--- src/rtl/uart_pkg.sv ---
// Shared UART definitions: frame states, data width and line levels.
// Shared by uart_tx and the future uart_rx.
package uart_pkg;

    typedef enum logic [2:0] {
        IDLE,
        START,
        DATA,
        PARITY,
        STOP
    } tx_state_t;

    localparam int unsigned DATA_BITS = 8;

    localparam logic IDLE_LEVEL  = 1'b1;
    localparam logic START_LEVEL = 1'b0;
    localparam logic STOP_LEVEL  = 1'b1;

endpackage

--- src/rtl/baud_counter.sv ---
// Bit-period timer: counts 0..CLKS_PER_BIT-1 and flags the last cycle of each bit.
module baud_counter #(
    parameter int unsigned CLKS_PER_BIT = 1250
) (
    input  logic clk,
    input  logic nRst,
    input  logic clear,
    output logic tick
);

    localparam int unsigned CW = (CLKS_PER_BIT > 1) ? $clog2(CLKS_PER_BIT) : 1;
    localparam logic [CW-1:0] LAST = CW'(CLKS_PER_BIT - 1);

    logic [CW-1:0] r_count;

    assign tick = (r_count == LAST);

    always_ff @(posedge clk or negedge nRst) begin
        if (!nRst) begin
            r_count <= '0;
        end else if (clear || tick) begin
            r_count <= '0;
        end else begin
            r_count <= r_count + CW'(1);
        end
    end

endmodule

--- src/rtl/uart_tx.sv ---
// 8N1 UART transmitter; define UART_TX_PARITY_EN for an even-parity bit (8E1).
// All outputs are registered so the line is glitch-free towards the radio.
module uart_tx
    import uart_pkg::*;
#(
    parameter int unsigned CLKS_PER_BIT = 1250
) (
    input  logic       clk,
    input  logic       nRst,
    input  logic       tx_ctrl,
    input  logic [7:0] tx_byte,
    output logic       transmit_ready,
    output logic       tx_serial,
    output logic       tx_done
);

    tx_state_t  r_state;
    logic [7:0] r_shift;
    logic [2:0] r_bit_idx;
    logic       r_tx_serial;
    logic       r_ready;
    logic       r_tx_done;
    logic       w_tick;
    logic       w_clear;

    // Idle holds the counter at zero; every other state leaves on a tick, so each
    // state change starts a fresh bit period.
    assign w_clear = (r_state == IDLE) || w_tick;

    baud_counter #(
        .CLKS_PER_BIT(CLKS_PER_BIT)
    ) u_baud_counter (
        .clk  (clk),
        .nRst (nRst),
        .clear(w_clear),
        .tick (w_tick)
    );

    always_ff @(posedge clk or negedge nRst) begin
        if (!nRst) begin
            r_state     <= IDLE;
            r_shift     <= '0;
            r_bit_idx   <= '0;
            r_tx_serial <= IDLE_LEVEL;
            r_ready     <= 1'b1;
            r_tx_done   <= 1'b0;
        end else begin
            r_tx_done <= 1'b0;
            unique case (r_state)
                IDLE: begin
                    if (tx_ctrl && r_ready) begin
                        r_state     <= START;
                        r_shift     <= tx_byte;
                        r_tx_serial <= START_LEVEL;
                        r_ready     <= 1'b0;
                    end
                end
                START: begin
                    if (w_tick) begin
                        r_state     <= DATA;
                        r_tx_serial <= r_shift[0];
                    end
                end
                DATA: begin
                    if (w_tick) begin
                        if (r_bit_idx == 3'(DATA_BITS - 1)) begin
                            r_bit_idx   <= '0;
`ifdef UART_TX_PARITY_EN
                            r_state     <= PARITY;
                            r_tx_serial <= ^r_shift;
`else
                            r_state     <= STOP;
                            r_tx_serial <= STOP_LEVEL;
`endif
                        end else begin
                            r_bit_idx   <= r_bit_idx + 3'd1;
                            r_tx_serial <= r_shift[r_bit_idx + 3'd1];
                        end
                    end
                end
`ifdef UART_TX_PARITY_EN
                PARITY: begin
                    if (w_tick) begin
                        r_state     <= STOP;
                        r_tx_serial <= STOP_LEVEL;
                    end
                end
`endif
                STOP: begin
                    if (w_tick) begin
                        r_state     <= IDLE;
                        r_tx_serial <= IDLE_LEVEL;
                        r_ready     <= 1'b1;
                        r_tx_done   <= 1'b1;
                    end
                end
                default: begin
                    r_state     <= IDLE;
                    r_tx_serial <= IDLE_LEVEL;
                    r_ready     <= 1'b1;
                end
            endcase
        end
    end

    assign tx_serial      = r_tx_serial;
    assign transmit_ready = r_ready;
    assign tx_done        = r_tx_done;

endmodule

--- config.mk ---
export PLATFORM = sky130hd
export DESIGN_NAME = uart_tx
export DESIGN_NICKNAME = d
export VERILOG_FILES = /design/src/rtl/uart_pkg.sv /design/src/rtl/baud_counter.sv /design/src/rtl/uart_tx.sv
export SDC_FILE = /design/constraint.sdc
export NUM_CORES = 1
export LEC_CHECK = 0
export CAP_MARGIN = 15
export CELL_PAD_IN_SITES_DETAIL_PLACEMENT = 1
export CELL_PAD_IN_SITES_GLOBAL_PLACEMENT = 2
export CORE_MARGIN = 1.5
export CORE_UTILIZATION = 37
export DETAILED_ROUTE_END_ITERATION = 8
export PLACE_DENSITY = 0.82
export SLEW_MARGIN = 20
export SYNTH_ARGS = -nofsm -noshare
export SYNTH_HDL_FRONTEND = slang
export SYNTH_SLANG_ARGS = --single-unit
--- constraint.sdc ---
create_clock -name clk -period 2.15 [get_ports clk]
set_input_delay 0.43 -clock clk [delete_from_list [all_inputs] [get_ports clk]]
set_output_delay 0.43 -clock clk [all_outputs]
set_load 0.01 [all_outputs]
==> metrics.yaml <==
sta:
  finalSetupViolations: 0
  final.min_clock_period_ps: 2020
  max_slew.worst_pin.slew_ps: 440
  timing_hold_violations_final: 0
  fin_setup_tns_ps: 0
  final_max_slew_viol_count: 0
  fmax_mhz: 494
  rsz0062_at_grt: "no"
  slew_headroom_pct: 70.6
  post-route-period-util_pct: 94.1
  final.setup_skew_ps: 11.0
synth:
  yosys_register_bits: 28
  syn_inst: 130
  synth-warning-count: 0
  netlist_area_sq_um: 1440
  synth_seq_area_share_pct: 48.7
  avg_synthesized_cell_area_sq_um: 11.1
  count_of_cell_types_in_the_netlist: 38
  synth_nets: 145
routing:
  vias_per_cell: 5.25
  vias: 1019
  drt-wirelength-per-cell_microns: 15.8
  totalWireLength_microns: 3060
  drtAntennaViolNets: 0
  detailedRoute.firstIterationViolations: 54
  detailedRoute.firstPassIterationCount: 4
  drc_errors: 0
clock_tree:
  cts.sink_count: 28
  cts-htree-levels: 1
  cts.repair.resized: 0
  post_cts_buffers: 0
  total_cts_buffers: 3
  cts_max_path_buffers: 2
  total_of_hold_buffers_inserted_after_clock_tree_synthesis: 0
  cts.root.buffer_cell: "clkbuf_8"
  insertion_delay_ps: 270
  clkTransAtPathRegs_ps: 100
  tritoncts_clock_tree: "done"
global_route:
  vias_in_the_first_global_route: 1077
  grt-ovfl-total: 0
  antenna_found_initial: 0
  wire_length_of_the_first_global_routing_pass_microns: 5310
  groute.usage.overall_pct: 15.9
  pin_count_of_the_biggest_net_entering_global_routing: 29
finish:
  drive_above_1_share_pct: 19.9
  footprint_of_the_multi_input_gates_sq_um: 704
  final_nets: 162
  final_area_sq_um: 1710
  fin_util_pct: 46.1
  insertedDiodeCount: 0
  signed_area_change_from_the_synthesized_netlist_to_the_final_layout_pct: 18.7
  fillers: 400
  final-seq-area_sq_um: 703
floorplan:
  floorplan.initialDensity_pct: 38.9
  std_cell_rows: 22
  core_region_area_sq_um: 3720
  die_span_y_microns: 65.5
  die_w_microns: 65.5
  dieArea_sq_um: 4290
  design.portCount: 14
pwr:
  p_leak_nw: 0.738
  sequentialPowerShare_pct: 52.2
  worst_ir_drop_vdd_v: 0.000380
  switching_power_mw: 0.250
  power_density_nw_per_um2: 662
  combPwrFrac_pct: 11.7
  clock_power_share_pct: 36.1
  power.switching_fraction_pct: 22.0
  power_report.internal_total_mw: 0.884
critical_path:
  worst_path_arrival_ps: 2220
  cp_common_cell: "ha_1"
  critical-path-max-stage-delay_ps: 510
  timing.critical_path.buf_inv: 0
  worstPathRequired_ps: 2350
  kind_of_start_point_of_the_critical_path: "register"
  crit_path_cell_trace: "ha_1 -> ha_1 -> nand2b_1 -> o22a_1 -> a41o_1 -> a41oi_1"
  family_with_the_most_delay_on_the_worst_path: "compound AO/OA/AOI/OAI gates"
  timing.critical_path.to_type: "register"
  crit_path_top_delay_cell: "dfrtp_1"
  critPathMaxFanout: 7
  path_class: "reg -> reg"
run:
  cap_viol_max_count: 0
placed_design:
  placed_cell_area_sq_um: 1640
  port_buffers: 13
  place_hpwl_microns: 2230
  gp_congestion: 0.774
outcome:
  outcome: "completed"
worst_hold_path:
  min-delay-path-class: "reg -> reg"
## flip-flops by register name, summed over array words and instances (netlist names)
| name | flops |
|---|---|
| u_baud_counter.r_count | 11 |
| r_shift | 8 |
| r_bit_idx | 3 |
| r_state | 3 |
| transmit_ready | 1 |
| tx_done | 1 |
| tx_serial | 1 |
## logic make-up (layout without fill, tap and decap cells)
logic type	after synthesis	in the layout	synth area share [%]
buf+inv	9	25	2.51
xor+xnor	10	10	6.07
fa+ha+maj	4	4	3.47
simple gates	46	46	18.5
mux	15	15	12.3
compound gates	18	18	8.49
flops	28	28	48.7
## Yosys cell counts, drive strengths merged
cell type | count | share of area (%)
dfrtp | 26 | 45
nor2 | 15 | 3.9
mux2 | 13 | 11
xor2 | 6 | 3.6
nand3 | 5 | 2.1
ha | 4 | 3.5
inv | 4 | 1.0
nand2 | 4 | 1.0
nand4 | 4 | 1.7
nor3 | 4 | 1.4
o21ai | 4 | 1.4
xnor2 | 4 | 2.4
a21oi | 3 | 1.0
and3 | 3 | 1.4
clkbuf | 3 | 0.78
nand2b | 3 | 1.3
a31oi | 2 | 0.87
a41o | 2 | 1.4
a41oi | 2 | 1.2
buf | 2 | 0.69
dfstp | 2 | 3.6
mux2i | 2 | 1.4
a21boi | 1 | 0.52
a22oi | 1 | 0.52
and2 | 1 | 0.43
and4 | 1 | 0.61
and4bb | 1 | 0.87
nor2b | 1 | 0.43
nor4 | 1 | 0.43
nor4b | 1 | 1.6
o22a | 1 | 0.61
o22ai | 1 | 0.43
o31ai | 1 | 0.52
or2 | 1 | 0.43
or3 | 1 | 0.78
## power groups by stage
stage | Combinational, mW | Sequential [mW] | Clock [mW]
after floorplan | 0.0717 | 0.596 | 0
after global placement | 0.128 | 0.599 | 0
after detailed placement | 0.134 | 0.603 | 0
after CTS | 0.135 | 0.593 | 0.423
after global routing | 0.151 | 0.597 | 0.442
final | 0.132 | 0.592 | 0.410
## worst paths after layout
path / start / to / slack (ps) / cells past startpoint
max reg2reg: r_bit_idx[0] / tx_serial / 130 / 6
min in group asynchronous: nRst / r_shift[5] / 530 / 2
max: r_bit_idx[0] / tx_serial / 130 / 6
max in group asynchronous: nRst / transmit_ready / 1310 / 2
min reg2reg: r_shift[7] / r_shift[7] / 510 / 1
min: r_shift[7] / r_shift[7] / 510 / 1
## layout by cell type (no fill, tap or decap), drive strengths merged, types with 5 or more instances in the layout
cell | netlist | layout
nand3 | 5 | 5
nor2 | 15 | 15
xor2 | 6 | 6
clkdlybuf4s50 | 0 | 13
mux2 | 13 | 13
dfrtp | 26 | 26
## layer usage
| layer | vias to the layer above | routed length [microns] | track usage (%) |
|---|---|---|---|
| met5 | - | 0 | 0 |
| met4 | 0 | 16 | 2.34 |
| met3 | 2 | 76 | 3.60 |
| met2 | 12 | 1560 | 28.3 |
| met1 | 512 | 1410 | 20.1 |
| li1 | 493 | - | - |
## final cells by class
type	instances	area share [%]
sequential	28	41.0
inverter	4	0.876
timing repair buffer	17	9.34
clock buffer	3	2.41
clock inverter	1	1.75
tap	48	3.50
multi-input combinational	93	41.1
## stage by stage
step	setup WS [ps]	instances	hold WS, ps	total power, mW
floorplan	397	130	134	0.668
global placement	238	190	488	0.727
detailed placement	146	190	493	0.737
CTS	126	194	517	1.15
global route	10.4	194	541	1.19
finish	127	194	514	1.13
Power figures use the tool's default switching activity.
